### config.mk
export PLATFORM = sky130hd
export DESIGN_NAME = pipeline_hazard_ctrl
export DESIGN_NICKNAME = d
export VERILOG_FILES = /design/src/rtl/pipeline_hazard_ctrl_pkg.sv /design/src/rtl/mem_wait_fsm.sv /design/src/rtl/pipeline_hazard_ctrl.sv
export SDC_FILE = /design/constraint.sdc
export NUM_CORES = 1
export LEC_CHECK = 0
export ABC_AREA = 1
export ABC_CLOCK_PERIOD_IN_PS = 1600
export CAP_MARGIN = 20
export CORE_UTILIZATION = 45
export CTS_BUF_LIST = sky130_fd_sc_hd__clkbuf_8
export CTS_CLUSTER_SIZE = 24
export DETAILED_ROUTE_END_ITERATION = 7
export GPL_TIMING_DRIVEN = 1
export PLACE_DENSITY_LB_ADDON = 0.3
export SLEW_MARGIN = 20
export SYNTH_ARGS = -nofsm -noshare
export SYNTH_HDL_FRONTEND = slang
export SYNTH_SLANG_ARGS = --single-unit
### constraint.sdc
create_clock -name clock -period 1.6 [get_ports clock]
set_input_delay 0.32 -clock clock [delete_from_list [all_inputs] [get_ports clock]]
set_output_delay 0.32 -clock clock [all_outputs]
set_load 0.1 [all_outputs]
### src/rtl/pipeline_hazard_ctrl_pkg.sv
// Shared pipeline definitions for the hazard controller: FSM state type, forwarding
// select encodings, register-zero constant, data width and the source-match helper.
package pipeline_hazard_ctrl_pkg;

    localparam int unsigned DATA_W     = 16;
    localparam int unsigned REG_W      = 3;
    localparam int unsigned WAIT_CNT_W = 4;

    localparam logic [REG_W-1:0] REG_ZERO = 3'd0;

    localparam logic [1:0] FWD_RF    = 2'd0;
    localparam logic [1:0] FWD_EXMEM = 2'd1;
    localparam logic [1:0] FWD_MEMWB = 2'd2;

    typedef enum logic [0:0] {
        StRun     = 1'b0,
        StMemWait = 1'b1
    } mem_state_e;

    // Register zero is hard-wired, so it never creates a dependency.
    function automatic logic src_hit(input logic [REG_W-1:0] src,
                                     input logic             used,
                                     input logic             wb_en,
                                     input logic [REG_W-1:0] dest);
        return used && wb_en && (src == dest) && (src != REG_ZERO);
    endfunction

endpackage

### src/rtl/mem_wait_fsm.sv
// Data-memory wait sequencer: RUN/MEM_WAIT FSM driving freeze_all, sticky wait timeout
// and the saturating stalled-cycle counter.
module mem_wait_fsm
    import pipeline_hazard_ctrl_pkg::*;
#(
    parameter int unsigned MEM_TIMEOUT = 15
) (
    input  logic              clock,
    input  logic              reset,
    input  logic              mem_access,
    input  logic              mem_ready,
    input  logic              stall_front,
    output logic              freeze_all,
    output logic              mem_timeout,
    output logic [DATA_W-1:0] stall_count
);

    localparam logic [WAIT_CNT_W-1:0] WaitLast = WAIT_CNT_W'(MEM_TIMEOUT - 1);

    mem_state_e            state_q, state_d;
    logic [WAIT_CNT_W-1:0] wait_cnt_q, wait_cnt_d;
    logic                  timeout_q, timeout_d;
    logic                  freeze;
    logic [DATA_W-1:0]     stall_cnt_q, stall_cnt_d;

    // Once the timeout has fired the memory is treated as dead: no new freezes until
    // reset, otherwise a held access would immediately re-freeze the pipeline.
    always_comb begin
        state_d    = state_q;
        wait_cnt_d = wait_cnt_q;
        timeout_d  = timeout_q;
        freeze     = 1'b0;
        unique case (state_q)
            StRun: begin
                if (mem_access && !mem_ready && !timeout_q) begin
                    freeze     = 1'b1;
                    state_d    = StMemWait;
                    wait_cnt_d = '0;
                end
            end
            StMemWait: begin
                wait_cnt_d = wait_cnt_q + 1'b1;
                if (mem_ready) begin
                    state_d = StRun;
                end else begin
                    freeze = 1'b1;
                    if (wait_cnt_q == WaitLast) begin
                        state_d   = StRun;
                        timeout_d = 1'b1;
                    end
                end
            end
            default: state_d = StRun;
        endcase
    end

    assign freeze_all  = freeze & ~reset;
    assign mem_timeout = timeout_q;
    assign stall_count = stall_cnt_q;

    always_comb begin
        stall_cnt_d = stall_cnt_q;
        if ((stall_front || freeze_all) && (stall_cnt_q != {DATA_W{1'b1}})) begin
            stall_cnt_d = stall_cnt_q + 1'b1;
        end
    end

    always_ff @(posedge clock or posedge reset) begin
        if (reset) begin
            state_q     <= StRun;
            wait_cnt_q  <= '0;
            timeout_q   <= 1'b0;
            stall_cnt_q <= '0;
        end else begin
            state_q     <= state_d;
            wait_cnt_q  <= wait_cnt_d;
            timeout_q   <= timeout_d;
            stall_cnt_q <= stall_cnt_d;
        end
    end

endmodule

### src/rtl/pipeline_hazard_ctrl.sv
// Pipeline hazard controller: operand forwarding, load-use/branch control and memory freeze.
// Build option HAZARD_FWD_EN enables forwarding; without it every RAW dependency stalls.
module pipeline_hazard_ctrl
    import pipeline_hazard_ctrl_pkg::*;
#(
    parameter int unsigned MEM_TIMEOUT = 15
) (
    input  logic              clock,
    input  logic              reset,
    input  logic [REG_W-1:0]  id_src1,
    input  logic [REG_W-1:0]  id_src2,
    input  logic              id_src1_used,
    input  logic              id_src2_used,
    input  logic              ex_wb_en,
    input  logic [REG_W-1:0]  ex_dest,
    input  logic              ex_is_load,
    input  logic              mem_wb_en,
    input  logic [REG_W-1:0]  mem_dest,
    input  logic              mem_access,
    input  logic              mem_ready,
    input  logic              wb_wb_en,
    input  logic [REG_W-1:0]  wb_dest,
    input  logic              branch_taken,
    output logic [1:0]        fwd_sel1,
    output logic [1:0]        fwd_sel2,
    output logic              stall_front,
    output logic              bubble_ex,
    output logic              flush_ifid,
    output logic              freeze_all,
    output logic              mem_timeout,
    output logic [DATA_W-1:0] stall_count
);

    logic       ex_hit1, ex_hit2, mem_hit1, mem_hit2, wb_hit1, wb_hit2;
    logic       raw_stall;
    logic [1:0] sel1_raw, sel2_raw;
    logic       freeze;

    assign ex_hit1  = src_hit(id_src1, id_src1_used, ex_wb_en, ex_dest);
    assign ex_hit2  = src_hit(id_src2, id_src2_used, ex_wb_en, ex_dest);
    assign mem_hit1 = src_hit(id_src1, id_src1_used, mem_wb_en, mem_dest);
    assign mem_hit2 = src_hit(id_src2, id_src2_used, mem_wb_en, mem_dest);
    assign wb_hit1  = src_hit(id_src1, id_src1_used, wb_wb_en, wb_dest);
    assign wb_hit2  = src_hit(id_src2, id_src2_used, wb_wb_en, wb_dest);

`ifdef HAZARD_FWD_EN
    logic load_use;
    logic lu_stall_q, lu_stall_d;
    logic unused_wb;

    // WB results reach ID through the register file (write-before-read), so no WB path.
    assign unused_wb = wb_hit1 | wb_hit2;

    assign sel1_raw = ex_hit1 ? FWD_EXMEM : (mem_hit1 ? FWD_MEMWB : FWD_RF);
    assign sel2_raw = ex_hit2 ? FWD_EXMEM : (mem_hit2 ? FWD_MEMWB : FWD_RF);

    // A load-use stall lasts one cycle: the load has then produced its data and the
    // dependency is served by the EX/MEM path. Frozen cycles leave the one-shot untouched.
    assign load_use   = ex_is_load & (ex_hit1 | ex_hit2);
    assign raw_stall  = load_use & ~lu_stall_q;
    assign lu_stall_d = freeze ? lu_stall_q : stall_front;

    always_ff @(posedge clock or posedge reset) begin
        if (reset) begin
            lu_stall_q <= 1'b0;
        end else begin
            lu_stall_q <= lu_stall_d;
        end
    end
`else
    logic unused_load;

    assign unused_load = ex_is_load;
    assign sel1_raw    = FWD_RF;
    assign sel2_raw    = FWD_RF;
    assign raw_stall   = ex_hit1 | ex_hit2 | mem_hit1 | mem_hit2 | wb_hit1 | wb_hit2;
`endif

    // Freeze beats branch beats stall; a masked branch/hazard is re-seen after the freeze.
    always_comb begin
        fwd_sel1    = sel1_raw;
        fwd_sel2    = sel2_raw;
        stall_front = 1'b0;
        bubble_ex   = 1'b0;
        flush_ifid  = 1'b0;
        if (reset) begin
            fwd_sel1 = FWD_RF;
            fwd_sel2 = FWD_RF;
        end else if (!freeze) begin
            if (branch_taken) begin
                flush_ifid = 1'b1;
                bubble_ex  = 1'b1;
            end else if (raw_stall) begin
                stall_front = 1'b1;
                bubble_ex   = 1'b1;
            end
        end
    end

    assign freeze_all = freeze;

    mem_wait_fsm #(
        .MEM_TIMEOUT (MEM_TIMEOUT)
    ) u_mem_wait_fsm (
        .clock       (clock),
        .reset       (reset),
        .mem_access  (mem_access),
        .mem_ready   (mem_ready),
        .stall_front (stall_front),
        .freeze_all  (freeze),
        .mem_timeout (mem_timeout),
        .stall_count (stall_count)
    );

endmodule

==> metrics.md, run 1 <==
| Metric | Value |
|---|---|
| Root Driver | clkbuf_8 |
| CTS tree | built |
| Number of synthesized flops with an enable pin | 0 |
| Initial Util | about 48% |
| Synth top area cells | dfrtp_1 (31%), nand2_1 (24%), nand3_1 (7.9%) |
| GRT Util Overall | 28.3% |
| CP arrival | about 1500 ps |
| Number of setup violations in the final report | 20 |
| Post-route DRC violation count | 0 |
| Max VDD drop | between 400 and 500 uV |
| CP Capture Type | output port |
| Detail Route Antenna Nets | 0 |
| Min-Delay Path Class | in2async |
| Cells after Synth | around 280 |
| Antenna violations before repair | 0 |
| Total wire length | about 7300 um |
| Placed wire-length estimate | 3590 um |
| Routed via count | 2,336 |
| Final count of hold timing violations | 0 |
| Die height | between 60 and 70 um |
| PortBufs | 45 |
| Die Area | around 4200 sq um |
| Vias per inst | 5.64 |
| Synth Register Bits | 22 |
| Met2 Wirelength | approximately 3600 um |
| Die Width | approximately 65 um |
| Worst setup margin | -209 ps |
| Critical path data required time | around 1300 ps |
| Clock H-tree levels | 1 |
| Final core occ | between 80% and 90% |
| DRT Pass-1 Iters | 6 |
| Core ar. | about 3700 sq um |
| Pwr Density | 871 nW/um^2 |
| Setup Crit Path Kind | in2out |
| Post-layout min period | approximately 1800 ps |
| First-pass GRT wire length | slightly above 9000 um |
| Met3 wire length | around 660 um |
| Top-count cell post-synth | nand2_1 |
| Max_cap viols | 0 |
| Yosys warning count | 0 |
| Share of the synthesized area in the top cell type | 31.0% |
| Fin crit share | 113% |
| Post-route cell area | about 3100 sq um |
| Largest net degree at the start of global routing | 23 |
| First DRT Iteration DRCs | roughly 350 |
| Fmax | roughly 550 MHz |
| Routability cong. | 0.878 |
| Outcome | complete, but fails checks |
| Number of global-route vias before repair | approximately 2,100 |
| CP max FO | 3 |
| Area delta synth->final | 75.6% |
| Diode count | 0 |
| Largest area contributor in the netlist | dfrtp_1 |
| DR WL/cell | 17.7 um |
| Share of layout cells above drive strength 1 | approximately 43% |
| Main flop type after synthesis | dfrtp_1 |
| Final #Nets | 396 |
| Cell Area, Placed | between 2000 and 3000 sq um |
| CTS Buf Count | 3 |
| Top post-synthesis cells by count | nand2_1 (112), nand3_1 (28), nor2_1 (27) |
| Worst skew pair latency | ~270 ps |
| Post-synthesis sequential area ratio | slightly above 30% |
| CP startpoint kind | primary input |
| Ys async rst share | 100% |
| R2R cell count | 11 |
| Pleak | 0.00155 uW |
| Mean Syn Cell Area | about 6.4 sq um |
| # clock sinks | 22 |
| Violated checks | negative setup slack |
| GRT overflow | 0 |
| RSZ-0062 raised after global routing | yes |
| Ports | slightly above 50 |
| Clk slew on worst S/H paths | about 80 ps |
| Syn Std Cell Area | around 1800 sq um |
| Final Max Tran Viols | 0 |
| FP Rows | 22 |
| M1 wire length | ~2800 um |
| Final Skew | between 1 and 1.5 ps |
| Cell variety after synth | 29 |
| Clock Path Buffers | 2 |
| Uppermost routed layer | met4 |
[report_power, final]
group	internal, uW	switching, uW
combinational	569	976
sequential	660	144
clock	172	195
[per-stage QoR]
stage	TNS [ps]	setup WS, ps	std cells	total power, uW	hold slack (ps)
4_1_cts	-708	-152	408	2490	319
5_1_grt	-4460	-264	414	2800	355
3_3_place_gp	-8670	-544	394	2010	471
6_report	-1960	-209	414	2720	333
3_5_place_dp	-9070	-559	394	2050	489
2_1_floorplan	-8180	-480	282	1540	189
[registers in the layout (all words and copies together) (netlist names)]
register / cells
u_mem_wait_fsm.stall_count: 16
u_mem_wait_fsm.wait_cnt_q: 4
u_mem_wait_fsm.mem_timeout: 1
u_mem_wait_fsm.state_q: 1
[logic make-up (layout without fill, tap and decap cells)]
logic type | count (synthesis) | after routing | synth area share, %
xor gates and xnor gates | 14 | 14 | 6.90
DFF | 22 | 22 | 31.0
AOI/OAI and AO/OA | 7 | 7 | 2.18
other | 1 | 4 | 0.211
and+or+nand+nor | 190 | 191 | 47.3
buffers and inverters | 42 | 125 | 10.3
adders and majority gates | 3 | 3 | 2.11
[path summary, 6_finish.rpt]
path,from,to,slack [ps]
max,ex_dest[2],stall_front,-210
min,reset,u_mem_wait_fsm.mem_timeout$_DFFE_PP0P_,330
max reg2reg,u_mem_wait_fsm.state_q$_DFF_PP0_,u_mem_wait_fsm.stall_count[2]$_DFFE_PP0P_,-110
min reg2reg,u_mem_wait_fsm.wait_cnt_q[3]$_DFFE_PP0P_,u_mem_wait_fsm.wait_cnt_q[3]$_DFFE_PP0P_,500
max in group asynchronous,reset,u_mem_wait_fsm.stall_count[0]$_DFFE_PP0P_,1000
min in group clock,u_mem_wait_fsm.wait_cnt_q[3]$_DFFE_PP0P_,u_mem_wait_fsm.wait_cnt_q[3]$_DFFE_PP0P_,500
[critical path: stages]
cell and delay (ps):
clkdlybuf4s15_2 210, inv_1 80, nand2_1 70, nand2_1 90, nor2_1 50, nand2_1 70, nand3_2 90, nand2_2 100
nand2_2 80, nand2_4 80, clkinvlp_4 100, buf_12 170
[timing repair]
action / CTS / global route
gates resized for setup: 93 / 35
buffers inserted: 9 / 4
endpoints found under the setup margin: 20 / 20
pin swaps: 48 / 32
cloned: 1 / 2
hold buffers: 0 / 0
[per-layer routing]
metal	vias to the layer above	track usage, %
met1	1074	33.4
met4	0	15.3
met3	35	4.40
met5	-	0
li1	1037	-
met2	190	48.8
[cell type report]
cell class | instances | area [sq um]
Clock buffer | 3 | 41.3
Clock inverter | 1 | 3.75
Fill cell | 196 | 596
Inverter | 35 | 144
Multi-Input combinational cell | 219 | 1310
Sequential cell | 22 | 569
Tap cell | 48 | 60.1
Timing Repair Buffer | 86 | 990
[cell usage in the layout, fill, tap and decap left out, types with 2 or more instances in the layout]
| cell | Yosys | routed |
|---|---|---|
| clkdlybuf4s15_2 | 0 | 7 |
| dfrtp_4 | 0 | 3 |
| nand2_2 | 1 | 12 |
| nand2_1 | 112 | 99 |
| dfrtp_2 | 0 | 6 |
| buf_12 | 0 | 21 |
| nor2_1 | 27 | 23 |
| nor2_4 | 1 | 3 |
| nor2_2 | 4 | 6 |
| dfrtp_1 | 22 | 13 |
| buf_2 | 2 | 6 |
| nand2_8 | 0 | 3 |
| clkbuf_8 | 0 | 3 |
| buf_4 | 4 | 30 |
| clkdlybuf4s15_1 | 0 | 3 |
| buf_8 | 0 | 2 |
| clkbuf_2 | 0 | 3 |
| conb_1 | 1 | 4 |
| nand4_1 | 4 | 4 |
| inv_2 | 9 | 15 |
| xnor2_1 | 4 | 4 |
| nand3_4 | 0 | 3 |
| clkinvlp_4 | 0 | 2 |
| nand3_1 | 28 | 11 |
| buf_6 | 1 | 8 |
| inv_1 | 26 | 18 |
| nor3_1 | 3 | 2 |
| nand3_2 | 2 | 16 |
| ha_1 | 3 | 2 |
| dlygate4sd2_1 | 0 | 4 |
| o21ai_0 | 4 | 4 |
| xor2_1 | 10 | 10 |
| nand2_4 | 2 | 2 |
(Power assumes the default switching activity.)
==> inputs of run 2 (changes only) <==
--- a/config.mk
+++ b/config.mk
@@ -8,13 +8,15 @@
 export ABC_AREA = 1
 export ABC_CLOCK_PERIOD_IN_PS = 1600
 export CAP_MARGIN = 20
+export CORE_ASPECT_RATIO = 1.25
 export CORE_UTILIZATION = 45
 export CTS_BUF_LIST = sky130_fd_sc_hd__clkbuf_8
 export CTS_CLUSTER_SIZE = 24
 export DETAILED_ROUTE_END_ITERATION = 7
+export GPL_ROUTABILITY_DRIVEN = 0
 export GPL_TIMING_DRIVEN = 1
 export PLACE_DENSITY_LB_ADDON = 0.3
-export SLEW_MARGIN = 20
+export SLEW_MARGIN = 15
 export SYNTH_ARGS = -nofsm -noshare
 export SYNTH_HDL_FRONTEND = slang
 export SYNTH_SLANG_ARGS = --single-unit
==> run 2 against run 1 <==
Net effect:
- the flow still finishes with violations (negative setup slack)
- setup slack improved by 46 ps
- sequential share of layout area increased by 1.1 points
- clock power increased by 45%
- fmax increased by 2.6%
- final area decreased by 5.9%
- critical endpoint unchanged
- largest cell class unchanged
==> metrics.md, run 2 (synthesized netlist as in run 1, its figures left out) <==
| Metric | Value |
|---|---|
| Outcome | complete, but fails checks (unchanged) |
| Violated checks | negative setup slack (unchanged) |
| Area delta synth->final | 65.4% (was 75.6%) |
| Worst skew pair latency | 270 ps (about the same) |
| Final #Nets | 386 (was 396) |
| GRT Util Overall | 24.0% (was 28.3%) |
| Max_cap viols | 0 (unchanged) |
| CP arrival | 1440 ps (was 1490 ps) |
| GRT overflow | 0 (unchanged) |
| Post-layout min period | 1760 ps (was 1810 ps) |
| CTS tree | built (unchanged) |
| Root Driver | clkbuf_8 (unchanged) |
| Vias per inst | 5.07 (was 5.64) |
| Final count of hold timing violations | 0 (unchanged) |
| RSZ-0062 raised after global routing | yes (unchanged) |
| Setup TNS | -1220 ps (was -1960 ps) |
| DP Cell Count | 398 (was 394) |
| CTS Buf Count | 3 (unchanged) |
| Pleak | 0.00148 uW (was 0.00155 uW) |
| Initial Util | 46.9% (was 47.8%) |
| Critical path data required time | 1280 ps (about the same) |
| Detail Route Antenna Nets | 0 (unchanged) |
| Layout Cells excl Fill | 410 (was 414) |
| Die height | 72.3 um (was 64.8 um) |
| Min-Delay Path Class | in2async (unchanged) |
| Placed wire-length estimate | 3410 um (was 3590 um) |
| Final Skew | 2.91 ps (was 1.50 ps) |
| CP startpoint kind | primary input (unchanged) |
| Diode count | 0 (unchanged) |
| Total wire length | 5000 um (was 7330 um) |
| Final Max Tran Viols | 0 (unchanged) |
| Worst slack, placed | -536 ps (was -559 ps) |
| Most frequent cells in the layout | nand2_1 (106), buf_4 (26), nor2_1 (25) (was nand2_1 (99), buf_4 (30), nor2_1 (23)) |
| PortBufs | 45 (unchanged) |
| Antenna violations before repair | 0 (unchanged) |
| Commonest non-fill, non-tap cell in the layout | nand2_1 (unchanged) |
| Post-route cell area | 2940 sq um (was 3120 sq um) |
| Power Total | 2670 uW (was 2720 uW) |
| Share of layout cells above drive strength 1 | 39.3% (was 43.4%) |
| # clock sinks | 22 (unchanged) |
| Max FFs per register | 16 (unchanged) |
| Routed via count | 2,078 (was 2,336) |
| Clk slew on worst S/H paths | 90 ps (was 80 ps) |
| Setup Crit Path Kind | in2out (unchanged) |
| Clock Path Buffers | 2 (unchanged) |
| Number of setup violations in the final report | 20 (unchanged) |
| First DRT Iteration DRCs | 76 (was 345) |
| CP Capture Type | output port (unchanged) |
| DR WL/cell | 12.2 um (was 17.7 um) |
| Max VDD drop | 517 uV (was 481 uV) |
| DRT Pass-1 Iters | 5 (was 6) |
| Fill cells | 255 (was 196) |
| Pwr Density | 907 nW/um^2 (was 871 nW/um^2) |
| Register area | 569 sq um (unchanged) |
| Number of global-route vias before repair | 1,990 (was 2,073) |
| CP max FO | 2 (was 3) |
| Clock H-tree levels | 1 (unchanged) |
| Multi-input gate area | 1220 sq um (was 1310 sq um) |
| Die Area | 4200 sq um (about the same) |
| Largest net degree at the start of global routing | 23 (unchanged) |
| Cell Area, Placed | 2710 sq um (was 2720 sq um) |
| Fmax | 567 MHz (was 553 MHz) |
| Fin crit share | 110% (was 113%) |
| Ports | 51 (unchanged) |
| FP Rows | 25 (was 22) |
| First-pass GRT wire length | 7840 um (was 9110 um) |
| Worst setup margin | -164 ps (was -209 ps) |
| Post-route DRC violation count | 0 (unchanged) |
| Core ar. | 3780 sq um (was 3720 sq um) |
| Die Width | 58.2 um (was 64.8 um) |
[run 2: cell types whose count changed in the layout (fill, tap and decap cells not counted), sizes merged]
cell           change
buf                -5
clkdlybuf4s15      -4
bufinv             +1
clkdlybuf4s50      +1
dlygate4sd2        -1
inv                -1
nand2              -1
[run 2: critical path, stage by stage]
cell and delay, ps:
dlygate4sd2_1 240, nand2_1 70, inv_1 40, nand2_1 80, nor2_1 50, nand2_1 60
nand3_1 90, nand2_2 110, nand2_2 80, nand2_4 70, clkinvlp_4 90, buf_12 170
[run 2: area by class of cell]
cell class | count | share of cell area (%)
Multi-Input combinational cell | 218 | 41.7
Timing Repair Buffer | 77 | 29.5
Sequential cell | 22 | 19.4
Inverter | 35 | 4.73
Tap cell | 54 | 2.30
Clock buffer | 3 | 1.41
Clock inverter | 1 | 1.02
[run 2: final timing paths]
path | from | endpoint | slack, ps | cells past startpoint
max | mem_wb_en | stall_front | -160 | 12
min reg2reg | u_mem_wait_fsm.wait_cnt_q[3]$_DFFE_PP0P_ | u_mem_wait_fsm.wait_cnt_q[3]$_DFFE_PP0P_ | 500 | 1
min | reset | u_mem_wait_fsm.state_q$_DFF_PP0_ | 290 | 3
max reg2reg | u_mem_wait_fsm.stall_count[1]$_DFFE_PP0P_ | u_mem_wait_fsm.stall_count[7]$_DFFE_PP0P_ | -70 | 9
min in group clock | u_mem_wait_fsm.wait_cnt_q[3]$_DFFE_PP0P_ | u_mem_wait_fsm.wait_cnt_q[3]$_DFFE_PP0P_ | 500 | 1
max in group asynchronous | reset | u_mem_wait_fsm.stall_count[1]$_DFFE_PP0P_ | 1060 | 3
[run 2: power by group]
group	internal, uW	switching, uW
Sequential	660	123
Combinational	496	853
Clock	335	198
[run 2: timing repair]
item	CTS	global route
hold endpoints to repair	0	0
setup endpoints to repair	20	20
gates cloned	1	0
resized for setup	72	36
pin swaps	11	38
hold buffers	0	0
buffers inserted	6	1
[run 2: through the flow]
step,hold slack [ps],util (%)
floorplan,189,-
global placement,472,71.7
detailed placement,485,71.7
CTS,297,75.1
global route,328,77.6
finish,289,77.6
[run 2: per-layer routing]
metal	wire, um	GRT usage [%]	vias up
met4	157	15.3	0
met3	185	2.67	18
li1	-	-	1012
met2	2770	45.0	76
met5	0	0	-
met1	1880	24.6	972
==> inputs of run 3 (changes only) <==
--- a/config.mk
+++ b/config.mk
@@ -8,15 +8,15 @@
 export ABC_AREA = 1
 export ABC_CLOCK_PERIOD_IN_PS = 1600
 export CAP_MARGIN = 20
-export CORE_ASPECT_RATIO = 1.25
 export CORE_UTILIZATION = 45
 export CTS_BUF_LIST = sky130_fd_sc_hd__clkbuf_8
 export CTS_CLUSTER_SIZE = 24
 export DETAILED_ROUTE_END_ITERATION = 7
 export GPL_ROUTABILITY_DRIVEN = 0
 export GPL_TIMING_DRIVEN = 1
-export PLACE_DENSITY_LB_ADDON = 0.3
+export PLACE_DENSITY = 0.82
 export SLEW_MARGIN = 15
 export SYNTH_ARGS = -nofsm -noshare
 export SYNTH_HDL_FRONTEND = slang
+export SYNTH_HIERARCHICAL = 1
 export SYNTH_SLANG_ARGS = --single-unit
==> run 3 against run 2 <==
Net effect:
- register-to-register slack lost 190 ps
- the run still ends with negative setup slack left
- largest power group unchanged
- largest cell class unchanged
- final area shrank 3.2%
- routed wire length grew 8.4%
==> metrics.md, run 3 <==
| Metric | Value |
|---|---|
| Clk slew on worst S/H paths | 90 ps (about the same) |
| Root Driver | clkbuf_8 (unchanged) |
| CTS tree | built (unchanged) |
| Die Width | 65.0 um (was 58.2 um) |
| Pwr Density | 711 nW/um^2 (was 907 nW/um^2) |
| Final Max Tran Viols | 0 (unchanged) |
| Max VDD drop | 413 uV (was 517 uV) |
| Post-route DRC violation count | 0 (unchanged) |
| R2R cell count | 15 (was 9) |
| Worst R2R Setup Slack | -260 ps (was -70 ps) |
| Outcome | complete, but fails checks (unchanged) |
| Register area | 554 sq um (was 569 sq um) |
| CP startpoint kind | flop (was primary input) |
| Post-synthesis sequential area ratio | 30.9% (was 31.0%) |
| Min Hold Slack | 307 ps (was 289 ps) |
| Die height | 65.0 um (was 72.3 um) |
| Final Skew | 7.41 ps (was 2.91 ps) |
| Hold-fix buffers, CTS | 0 (unchanged) |
| RSZ-0062 raised after global routing | yes (unchanged) |
| Fmax | 521 MHz (was 567 MHz) |
| Routed via count | 2,148 (was 2,078) |
| Die Area | 4220 sq um (was 4200 sq um) |
| Number of synthesized flops with an enable pin | 0 (unchanged) |
| Ys async rst share | 100% (unchanged) |
| CP Capture Type | output port (unchanged) |
| Diode count | 0 (unchanged) |
| Worst setup margin | -320 ps (was -164 ps) |
| Commonest non-fill, non-tap cell in the layout | nand2_1 (unchanged) |
| Cell variety after synth | 21 (was 29) |
| FP Rows | 22 (was 25) |
| DR WL/cell | 12.5 um (was 12.2 um) |
| First-pass GRT wire length | 8760 um (was 7840 um) |
| Synth top area cells | dfrtp_1 (31%), nand2_1 (30%), inv_1 (8.4%) (was dfrtp_1 (31%), nand2_1 (24%), nand3_1 (7.9%)) |
| Post-route cell area | 2840 sq um (was 2940 sq um) |
| Main flop type after synthesis | dfrtp_1 (unchanged) |
| Reg2Reg Launch Point | u_mem_wait_fsm/mem_timeout$_DFFE_PP0P_ (was u_mem_wait_fsm.stall_count[1]$_DFFE_PP0P_) |
| Pleak | 0.00154 uW (was 0.00148 uW) |
| Min-Delay Path Class | in2async (unchanged) |
| Clock Path Buffers | 2 (unchanged) |
| Clock H-tree levels | 1 (unchanged) |
| Number of setup violations in the final report | 20 (unchanged) |
| Placed wire-length estimate | 3810 um (was 3410 um) |
| Most frequent cells in the layout | nand2_1 (134), nor2_1 (36), buf_4 (31) (was nand2_1 (106), buf_4 (26), nor2_1 (25)) |
| Mean Syn Cell Area | 5.85 sq um (was 6.37 sq um) |
| Violated checks | negative setup slack (unchanged) |
| Number of global-route vias before repair | 1,983 (was 1,990) |
| Share of layout cells above drive strength 1 | 25.2% (was 39.3%) |
| Detail Route Antenna Nets | 0 (unchanged) |
| DRT Pass-1 Iters | 5 (unchanged) |
| Multi-input gate area | 1060 sq um (was 1220 sq um) |
| Top-count cell post-synth | nand2_1 (unchanged) |
| Area delta synth->final | 59.4% (was 65.4%) |
| # clock sinks | 22 (unchanged) |
| Initial Util | 47.7% (was 46.9%) |
| Yosys warning count | 6 (was 0) |
| CTS Buf Count | 3 (unchanged) |
| Final #Nets | 415 (was 386) |
| Worst skew pair latency | 260 ps (was 270 ps) |
| Core ar. | 3740 sq um (was 3780 sq um) |
| Syn Std Cell Area | 1780 sq um (about the same) |
| First DRT Iteration DRCs | 148 (was 76) |
| GRT overflow | 0 (unchanged) |
| GRT Util Overall | 26.6% (was 24.0%) |
| Fill cells | 282 (was 255) |
| Synth Register Bits | 22 (unchanged) |
| Post-layout min period | 1920 ps (was 1760 ps) |
| Setup Crit Path Kind | reg2out (was in2out) |
| Critical path data required time | 1280 ps (about the same) |
| CP arrival | 1600 ps (was 1440 ps) |
| PortBufs | 45 (unchanged) |
| Final count of hold timing violations | 0 (unchanged) |
| Max FFs per register | 16 (unchanged) |
| Total wire length | 5420 um (was 5000 um) |
| Max_cap viols | 0 (unchanged) |
| Largest area contributor in the netlist | dfrtp_1 (unchanged) |
| Critical R2R Capture | u_mem_wait_fsm/stall_count[7]$_DFFE_PP0P_ (was u_mem_wait_fsm.stall_count[7]$_DFFE_PP0P_) |
| Top post-synthesis cells by count | nand2_1 (143), inv_1 (40), nor2_1 (36) (was nand2_1 (112), nand3_1 (28), nor2_1 (27)) |
| Cells after Synth | 305 (was 279) |
| Share of the synthesized area in the top cell type | 30.9% (was 31.0%) |
| Largest net degree at the start of global routing | 23 (unchanged) |
| CP max FO | 2 (unchanged) |
| Ports | 51 (unchanged) |
| Vias per inst | 4.96 (was 5.07) |
| Cell Area, Placed | 2710 sq um (about the same) |
| Antenna violations before repair | 0 (unchanged) |
| Fin crit share | 120% (was 110%) |
==> run 3: cell types whose count changed in the layout (fill, tap and decap cells not counted), moves of 4 or more <==
cell | before | now
buf_4 | 26 | 31
dfrtp_1 | 13 | 21
nor2_1 | 25 | 36
nand2_2 | 5 | 10
nand2_1 | 106 | 134
inv_1 | 18 | 28
nand3_2 | 16 | 1
clkdlybuf4s15_2 | 6 | 0
buf_2 | 9 | 0
xor2_1 | 10 | 2
dfrtp_2 | 6 | 0
nor2_2 | 5 | 1
dlygate4sd2_1 | 3 | 20
==> run 3: metrics by stage <==
stage | cells | power (uW) | TNS [ps] | utilization [%] | setup WS [ps]
after detailed placement | 423 | 1610 | -11610 | 72.4 | -673
after global placement | 423 | 1590 | -10670 | 72.4 | -585
after global routing | 433 | 2110 | -6150 | 76.0 | -377
final | 433 | 2020 | -4700 | 76.0 | -320
after CTS | 430 | 2010 | -3910 | 75.2 | -295
after floorplan | 308 | 1200 | -22480 | - | -1270
==> run 3: worst max path at each step <==
stage / start / to
after floorplan: u_mem_wait_fsm/mem_timeout$_DFFE_PP0P_ / u_mem_wait_fsm/stall_count[3]$_DFFE_PP0P_
after global placement: id_src2[0] / u_mem_wait_fsm/stall_count[6]$_DFFE_PP0P_
after detailed placement: id_src2[0] / u_mem_wait_fsm/stall_count[5]$_DFFE_PP0P_
after CTS: u_mem_wait_fsm/mem_timeout$_DFFE_PP0P_ / stall_front
after global routing: u_mem_wait_fsm/mem_timeout$_DFFE_PP0P_ / stall_front
final: u_mem_wait_fsm/mem_timeout$_DFFE_PP0P_ / stall_front
==> run 3: final cells by class <==
cell class | instances | share of cell area (%)
multi-input combinational | 233 | 37.3
timing repair buffer | 80 | 32.6
sequential | 22 | 19.5
inverter | 46 | 6.51
tap | 48 | 2.11
clock buffer | 4 | 1.94
==> run 3: critical path, cell delays in order, from the launching register on <==
cell	delay, ps
dfrtp_4	440
inv_4	50
nand3_4	70
nand2_2	60
nand2_2	100
clkinvlp_4	120
nor2_4	120
nand2_2	90
nor2_4	120
buf_12	180
==> run 3: timing repair <==
item | 4_1_cts | 5_1_grt
resized for setup | 46 | 8
endpoints found under the setup margin | 20 | 20
pin swaps | 13 | 1
endpoints found under the hold margin | 0 | 0
cloned | 1 | 0
setup buffers | 3 | 4
==> run 3: report_power, final <==
part / switching, uW / internal (uW)
clock network: 189 / 219
logic: 611 / 363
registers: 46.1 / 593
total: 846 / 1170
==> run 3: cells by family after synthesis <==
| kind of cell | count (synthesis) | share of synthesized area, % |
|---|---|---|
| other cells | 1 | 0.210 |
| fa+ha+maj | 3 | 2.10 |
| buf+inv | 53 | 13.1 |
| compound gates | 11 | 3.09 |
| simple gates | 207 | 46.7 |
| flops | 22 | 30.9 |
| xor+xnor | 8 | 3.93 |
==> run 3: per-layer routing <==
layer / routed length, um / vias up / share of wire, % / global-route usage, %
met2: 2870 / 77 / 53 / 48.7
met5: 0 / - / 0 / 0
li1: - / 1071 / - / -
met4: 127 / 0 / 2.3 / 8.33
met3: 207 / 20 / 3.8 / 2.64
met1: 2210 / 980 / 41 / 32.2
==> RTL change (flow settings as in run 1) <==
`DATA_W`: 16 -> 32.
--- a/src/rtl/pipeline_hazard_ctrl_pkg.sv
+++ b/src/rtl/pipeline_hazard_ctrl_pkg.sv
@@ -2,7 +2,7 @@
 // select encodings, register-zero constant, data width and the source-match helper.
 package pipeline_hazard_ctrl_pkg;
 
-    localparam int unsigned DATA_W     = 16;
+    localparam int unsigned DATA_W     = 32;
     localparam int unsigned REG_W      = 3;
     localparam int unsigned WAIT_CNT_W = 4;
 
Interface: changed (resized stall_count); port bits go from 51 to 67. No check against the original RTL was run, so the function may have changed too.
==> RTL change against run 1 <==
The run ends with design-rule violations, negative setup slack left; wire length rose by 130%; design area increased by 75%; sequential cell count up 16; area after synthesis increased by 59%; die area increased by 57%; cell count rose by 61%; worst setup slack got worse by 0.50 ns; power grew 50%.
==> RTL change: results (changes against run 1) <==
portBuffers: 61  # was 45
grt_pass1_wl_um: 19900  # was 9110 um
netSwitchingFraction_pct: 41.0  # was 48.4%
outcome: "finished, violations left"  # unchanged
seq_area_frac_synth_pct: 33.6  # was 31.0%
largest_register_ffs: 32  # was 16
place_worst_setup_slack_ns: -0.696  # was -0.559 ns
cts_htree_levels: 2  # was 1
drt_wl_total_um: 16900  # was 7330 um
yosys-top-cells-area: "dfrtp_1 (34%), nand2_1 (23%), nand3_1 (8.7%), nor2_1 (6.8%), xor2_1 (5.9%)"  # was dfrtp_1 (31%), nand2_1 (24%), nand3_1 (7.9%), nor2_1 (5.7%), inv_1 (5.5%)
dr_wl_met3_um: 2570  # was 657 um
grt_max_degree: 39  # was 23
place_inst: 626  # was 394
cpPeakStageDelay_ns: 0.51  # was 0.21 ns
gp_congestion: 0.901  # was 0.878
synth_cells: 435  # was 279
clk_pin_slew_ns: 0.10  # was 0.08 ns
finalSetupViolCount: 38  # was 20
final.setup.worst_slack_ns: -0.711  # was -0.209 ns
clock_skew_ns: 0.0211  # was 0.00150 ns
drive_above_1_share_pct: 50.7  # was 43.4%
drt_drc_violations_left: 1  # was 0
grt_pass1_vias: 3990  # was 2073
dpl_cell_area_um2: 4400  # was 2720 um2
fin_cells: 667  # was 414
synth_xor_area_share_pct: 9.29  # was 6.90%
nFillCells: 224  # was 196
firstDrtPassIters: 8  # was 6
vdd_ir_drop_max_mv: 1.65  # was 0.481 mV
violations: "design-rule violations, negative setup slack"  # was negative setup slack
insertion_delay_ns: 0.34  # was 0.27 ns
-- RTL change: cell types whose count changed in the layout (fill, tap and decap cells not counted), moves of 10 or more --
cell	run 1	this run
nor2_1	23	37
buf_4	30	76
nand3_4	3	13
nand3_2	16	26
nand2_2	12	22
buf_12	21	41
dfrtp_2	6	20
nand2_1	99	147
-- RTL change: worst reg2reg max path, delay by kind of cell (launching register included) --
kind | cells | cell delay [ns]
xor gates and xnor gates | 1 | 0.21
DFF | 1 | 0.51
and+or+nand+nor | 7 | 1.54
-- RTL change: layout make-up --
cell class              count  share of cell area (%)
flip-flops and latches     38                    18.1
well taps                  75                    1.72
inverters                  42                    3.02
clock inverters             2                    1.10
repair buffers            157                    32.9
multi-input cells         347                    41.7
clock buffers               6                    1.51
-- RTL change: what timing repair did --
| item | 4_1_cts | 5_1_grt |
|---|---|---|
| endpoints found under the setup margin | 36 | 38 |
| cloned | 7 | 0 |
| resized for setup | 132 | 94 |
| pin swaps | 56 | 28 |
| buffers inserted | 21 | 6 |
